[src/rtl/bresenham_span_fill.sv]
`default_nettype none


module bresenham_span_fill (
  input  logic        clk,
  input  logic        rst,
  input  logic        req_2,
  output logic        ack_2,
  input  logic [7:0]  point_out_a_x,
  input  logic [15:0] point_out_b_xy,
  input  logic [23:0] rgb,
  output logic [7:0]  rdata,
  output logic [7:0]  gdata,
  output logic [7:0]  bdata,
  output logic [15:0] waddr,
  output logic        we
);
  typedef enum logic [1:0] {
    IDLE = 2'd0,
    FILL = 2'd1,
    DONE = 2'd2
  } state_t;

  state_t      state_q;
  logic [7:0]  x_q;
  logic [7:0]  x_hi_q;
  logic [7:0]  y_q;
  logic [23:0] col_q;

  logic [7:0]  b_x;
  logic [7:0]  x_lo_d;
  logic [7:0]  x_hi_d;

  assign b_x    = point_out_b_xy[15:8];
  assign x_lo_d = (point_out_a_x < b_x) ? point_out_a_x : b_x;
  assign x_hi_d = (point_out_a_x < b_x) ? b_x : point_out_a_x;

  always_ff @(posedge clk) begin
    if (rst) begin
      state_q <= IDLE;
      x_q     <= 8'd0;
      x_hi_q  <= 8'd0;
      y_q     <= 8'd0;
      col_q   <= 24'd0;
      we      <= 1'b0;
      ack_2   <= 1'b0;
      waddr   <= 16'd0;
      rdata   <= 8'd0;
      gdata   <= 8'd0;
      bdata   <= 8'd0;
    end else begin
      case (state_q)
        IDLE: begin
          we    <= 1'b0;
          ack_2 <= 1'b0;
          if (req_2) begin
            x_q     <= x_lo_d;
            x_hi_q  <= x_hi_d;
            y_q     <= point_out_b_xy[7:0];
            col_q   <= rgb;
            state_q <= FILL;
          end
        end
        FILL: begin
          we    <= 1'b1;
          waddr <= {y_q, x_q};
          rdata <= col_q[23:16];
          gdata <= col_q[15:8];
          bdata <= col_q[7:0];
          // Compare before incrementing so x_hi = 255 ends without wrapping.
          if (x_q == x_hi_q) begin
            state_q <= DONE;
          end else begin
            x_q <= x_q + 8'd1;
          end
        end
        DONE: begin
          we      <= 1'b0;
          ack_2   <= 1'b1;
          state_q <= IDLE;
        end
        default: begin
          we      <= 1'b0;
          ack_2   <= 1'b0;
          state_q <= IDLE;
        end
      endcase
    end
  end
endmodule
`default_nettype wire

[config.mk]
export PLATFORM = sky130hd
export DESIGN_NAME = bresenham_span_fill
export DESIGN_NICKNAME = d
export VERILOG_FILES = /design/src/rtl/bresenham_span_fill.sv
export SDC_FILE = /design/constraint.sdc
export NUM_CORES = 1
export LEC_CHECK = 0
export CAP_MARGIN = 20
export CORE_MARGIN = 8
export CORE_UTILIZATION = 35
export DETAILED_ROUTE_END_ITERATION = 10
export GPL_TIMING_DRIVEN = 0
export PLACE_DENSITY = 0.59
export SLEW_MARGIN = 30
export SYNTH_ARGS = -nofsm -noshare
export SYNTH_HDL_FRONTEND = slang
export SYNTH_SLANG_ARGS = --single-unit
[constraint.sdc]
create_clock -name clk -period 2.45 [get_ports clk]
set_input_delay 0.735 -clock clk [delete_from_list [all_inputs] [get_ports clk]]
set_output_delay 0.735 -clock clk [all_outputs]
set_load 0.005 [all_outputs]
==> impl_metrics.toml, run 1 <==
[clocking]
clock_latency_ns = 0.35
cts_buffers = 9
cts.sinks = 92
clockBufferDepth = 2
clk_pin_slew_ns = 0.09
cts_root_buf = "clkbuf_8"
cts_tree = "done"
htree_levels = 3

[synth]
synth_nets = 533
synth_top_area_share_pct = 48.4
synth_area_leaders = "dfxtp_1 (48%), nand2_1 (15%), a21oi_1 (11%)"
syn_area_um2 = 3810
synth_cell_types = 41
yosysTopAreaCell = "dfxtp_1"
synth_cells = 474
synth_area_per_cell_um2 = 8.03
yosysWarnings = 0
ys_seq_area_share_pct = 48.4
synth_seq_cells = 92

[cells_and_area]
fillers = 1108
layout_commonest_cell = "nand2_1"
fin_area_um2 = 5260
final_cell_mix = "nand2_1 (149), dfxtp_1 (92), a21oi_1 (85)"
antenna_cells = 0
drive_gt1_share_pct = 6.83
area_growth_pct = 38.2
fin_nets = 640
final_util_pct = 49.0

[global_route]
track_usage_pct = 15.1
grt_start_max_net_pins = 16
overflow = 0
grt_first_pass_wirelength_um = 17600
grt_pass1_vias = 3579
antenna_found_initial = 0

[die]
die_x_um = 120
core-area_um2 = 10700
die_h_um = 120
num_rows = 38
start_util_pct = 35.4
io_pins = 93
dieArea_um2 = 14500

[placed_design]
gp_congestion = 0.856
pre_cts_ws_ns = -0.595
dp_hpwl_um = 7940
portBuffers = 91
place_area_um2 = 4890

[worst_setup_path]
regToRegStartpoint = "x_q[5]$_SDFFE_PP0P_"
reg2reg_depth = 8
startpoint_type = "input pin"
cp_max_fo = 6
worst_ep_required_time_ns = 2.73
cp-end-kind = "register"
cp.arrival_ns = 2.68
path_class = "in2reg"
crit_start = "point_out_b_xy[12]"

[run]
maxCapViolations = 0

[timing]
rsz0062_at_grt = "true"
finalHoldViolations = 0
slew_violations = 0
whs_ns = 0.451
setup_viol = 0
finalClockSkew_ns = 0.0126
layout_min_cycle_time_ns = 2.40
post-route-period-util_pct = 98.1
setup_tns_ns = 0
max_freq_mhz = 416
relSlewSlack_pct = 61.4
fin_ws_ns = 0.0471
tightest_slew_ns = 0.580

[pwr]
irDropWorstVdd_uv = 379
powerDensity_nw_per_um2 = 662
p_leak_nw = 1.96

[detailed_routing]
drt_iter0_drc = 192
ant_nets = 0
via_per_inst = 4.91
num_vias = 3568
drt_first_pass_iters = 4
route.detailed.drc = 0
drt-total-wl_um = 10900
avgRoutedWirePerCell_um = 15.0

[min_path]
hp-class = "reg2reg"
min_from = "col_q[16]$_SDFFE_PP0P_"
min_path_cells = 2

[outcome]
status = "finished, final reports clean"
## routing by layer
| metal | GRT usage [%] | up-vias | wire length (µm) |
|---|---|---|---|
| met5 | 0 | - | 0 |
| met4 | 5.46 | 0 | 206 |
| met3 | 4.62 | 12 | 692 |
| met2 | 24.6 | 94 | 5090 |
| met1 | 18.5 | 1656 | 4930 |
| li1 | - | 1806 | - |
## synth_stat cells
cell	count
mux2i_1	11
a32o_1	1
buf_2	2
nand4_1	4
and3_4	1
a211o_1	1
o221ai_1	1
nor2_1	11
xnor2_1	8
o32ai_1	1
mux2_1	1
o21ai_0	14
o211ai_1	1
o311ai_4	1
buf_1	4
or4_1	1
a21o_1	1
dfxtp_1	92
or2_2	2
and2_1	1
nand3_1	6
a21oi_1	85
ha_1	8
a2111oi_4	1
or2_1	1
nand2_4	1
clkbuf_1	26
buf_6	1
nor3_1	5
a21bo_1	1
a31oi_1	5
nand2b_4	1
a311o_1	2
a211oi_1	2
nand2_1	150
nor2b_1	1
and3_1	4
o2111ai_1	2
a21oi_2	1
o221a_1	1
inv_1	11
## kinds of logic after synthesis
kind of cell	synth area share [%]
compound gates	18.8
xor+xnor	1.84
fa+ha+maj	2.63
buf+inv	4.60
flops	48.4
mux	3.19
simple gates	20.6
## per-stage QoR
stage	total power [mW]	instances
2_1_floorplan	2.05	474
3_3_place_gp	2.31	705
3_5_place_dp	2.32	705
4_1_cts	3.48	725
5_1_grt	3.66	726
6_report	3.49	726
## state kept, by name, summed over array words and instances (netlist names), 2 cells and up
| signal | flops |
|---|---|
| col_q | 24 |
| waddr | 16 |
| bdata | 8 |
| gdata | 8 |
| rdata | 8 |
| x_hi_q | 8 |
| x_q | 8 |
| y_q | 8 |
| state_q | 2 |
## final timing paths
| check | to | slack [ns] |
|---|---|---|
| max | x_q[7]$_SDFFE_PP0P_ | 0.05 |
| min | rdata[0]$_SDFFE_PP0P_ | 0.45 |
| max reg2reg | x_q[1]$_SDFFE_PP0P_ | 0.28 |
| min reg2reg | rdata[0]$_SDFFE_PP0P_ | 0.45 |
## report_power, final
part	internal (mW)	switching [mW]
Clock	0.607	0.532
Combinational	0.320	0.366
Sequential	1.59	0.0698
## what timing repair did
item | CTS | global route
resized for setup | 8 | 18
buffers inserted | 4 | 0
hold buffers | 0 | 0
setup endpoints to repair | 14 | 25
pin swaps | 5 | 7
gates cloned | 0 | 1
## worst max-delay path, stage by stage
cell             delay, ns
clkdlybuf4s50_1       0.49
inv_1                 0.05
ha_1                  0.28
o21ai_2               0.07
o311ai_4              0.35
nand2_4               0.15
mux2_1                0.37
a31oi_1               0.18
## final cells by class
class | instances | area, µm² | area share, %
Multi-Input combinational cell | 338 | 1860 | 35.3
Buffer | 33 | 144 | 2.73
Sequential cell | 92 | 1840 | 35.0
Clock buffer | 11 | 141 | 2.69
Clock inverter | 5 | 85.1 | 1.62
Tap cell | 140 | 175 | 3.33
Inverter | 11 | 41.3 | 0.785
Timing Repair Buffer | 96 | 978 | 18.6
Note: power is estimated with default switching activity, not from simulation.
==> inputs of run 2 (changes only) <==
Settings changed: CELL_PAD_IN_SITES_DETAIL_PLACEMENT set to 0, CELL_PAD_IN_SITES_GLOBAL_PLACEMENT set to 2, CORE_UTILIZATION 35 to 25, CTS_CLUSTER_DIAMETER set to 50, PLACE_DENSITY 0.59 to 0.72.
==> impl_metrics.toml, run 2 (synthesized netlist as in run 1, its figures left out) <==
[clocking]
cts_tree = "done"
clockBufferDepth = 2
clock_latency_ns = 0.33
cts_buffers = 9
clk_pin_slew_ns = 0.07
htree_levels = 3
cts_root_buf = "clkbuf_16"
cts.sinks = 92

[die]
start_util_pct = 25.3
die_h_um = 139
io_pins = 93
core-area_um2 = 15000
die_x_um = 139
dieArea_um2 = 19400
num_rows = 45

[placed_design]
dp_hpwl_um = 8830
place_area_um2 = 4950
portBuffers = 91
pre_cts_ws_ns = -0.602
dp.cells = 753
gp_congestion = 0.785

[pwr]
combPwrFrac_pct = 18.9
p_sw_share_pct = 28.0
clockPowerShare_pct = 34.6
p_int_mw = 2.58
p_leak_nw = 1.96
pwr-share-seq_pct = 46.4
power.total_mw = 3.58
irDropWorstVdd_uv = 296
power_switching_mw = 1.00
powerDensity_nw_per_um2 = 671

[detailed_routing]
via_per_inst = 4.58
drt_iter0_drc = 156
drt_first_pass_iters = 4
avgRoutedWirePerCell_um = 15.3
num_vias = 3534
ant_nets = 0
route.detailed.drc = 0
drt-total-wl_um = 11800

[worst_setup_path]
cp_slowest_cell = "a2111oi_4"
cp_max_fo = 4
path_class = "in2reg"
cp.arrival_ns = 2.60
startpoint_type = "input pin"
cp-end-kind = "register"
path_cells = "dlygate4sd2_1 > inv_1 > ha_1 > a2111oi_4 > o311ai_4 > and3_4 > a211o_1 > a32o_1"
crit_family = "compound AO/OA/AOI/OAI gates"
cp_slowest_stage_delay_ns = 0.35
critPathBufInv = 2
worst_ep_required_time_ns = 2.68

[cells_and_area]
regMostFlops = "col_q"
fin_area_um2 = 5340
drive_gt1_share_pct = 6.69
area_growth_pct = 40.3
final_cell_mix = "nand2_1 (149), dfxtp_1 (92), a21oi_1 (85)"
largest_reg_flops = 24
reg_top3 = "col_q (24), waddr (16)"
fillers = 1551
fin_nets = 638
regArea_um2 = 1840
layout_commonest_cell = "nand2_1"
antenna_cells = 0
instances_no_fill = 771
multi_input_area_um2 = 1880

[global_route]
antenna_found_initial = 0
grt_first_pass_wirelength_um = 19000
grt_start_max_net_pins = 15
grt_pass1_vias = 3602
track_usage_pct = 12.2
overflow = 0

[timing]
post-route-period-util_pct = 96.7
setup_viol = 0
max_freq_mhz = 422
layout_min_cycle_time_ns = 2.37
finalHoldViolations = 0
fin_ws_ns = 0.0806
relSlewSlack_pct = 57.1
rsz0062_at_grt = "true"
slew_violations = 0
whs_ns = 0.452
tightest_slew_ns = 0.636
finalClockSkew_ns = 0.00800

[run]
maxCapViolations = 0

[min_path]
hp-class = "reg2reg"

[outcome]
status = "finished, final reports clean"
run 2: cell count changes in the layout (fill, tap and decap cells not counted), moves of 4 or more:
| cell | before | now |
|---|---|---|
| clkdlybuf4s50_1 | 82 | 78 |
| clkbuf_8 | 10 | 0 |
| clkbuf_16 | 1 | 9 |
| dlygate4sd2_1 | 2 | 7 |
run 2: path summary, 6_finish.rpt:
kind,start,end,slack (ns),cells past startpoint
worst max-delay path,point_out_b_xy[9],x_q[1]$_SDFFE_PP0P_,0.08,8
worst min-delay path,waddr[11]$_SDFFE_PP0P_,waddr[11]$_SDFFE_PP0P_,0.45,2
worst max register to register,state_q[0]$_SDFFE_PP0P_,waddr[3]$_SDFFE_PP0P_,0.23,5
worst min register to register,waddr[11]$_SDFFE_PP0P_,waddr[11]$_SDFFE_PP0P_,0.45,2
run 2: final cells by class:
cell class                 instances  share of cell area [%]
buffer                            33                    2.72
inverter                          11                   0.773
sequential                        92                    34.5
multi-input combinational        338                    35.2
clock buffer                      11                    4.36
tap                              188                    4.40
clock inverter                     4                   0.515
timing repair buffer              94                    17.6
run 2: metrics by stage:
step	TNS, ns	util [%]
finish	0	35.5
global route	-0.0478	35.5
CTS	0	35.0
detailed placement	-15.66	33.0
global placement	-15.20	33.0
floorplan	0	-
run 2: worst min-delay path: stages (launching register included):
cell	delay, ns
dfxtp_1	0.31
nand2_1	0.05
a21oi_1	0.05
run 2: per-layer routing:
metal | global-route usage [%] | part of all wire [%]
met5 | 0 | 0
met4 | 3.87 | 1.1
met3 | 3.90 | 5.1
met2 | 19.0 | 46
met1 | 15.6 | 48
run 2: repair_timing:
action                     in CTS  in global routing
setup buffers                   3                  0
pin swaps                       6                  4
resized for setup              15                 20
hold buffers                    0                  0
setup endpoints to repair      15                 43
run 2: power by group through the flow:
stage | sequential (mW) | combinational, mW | clock [mW]
CTS | 1.66 | 0.663 | 1.27
global placement | 1.69 | 0.640 | 0
detailed placement | 1.70 | 0.644 | 0
global route | 1.68 | 0.753 | 1.35
floorplan | 1.68 | 0.376 | 0
finish | 1.66 | 0.678 | 1.24
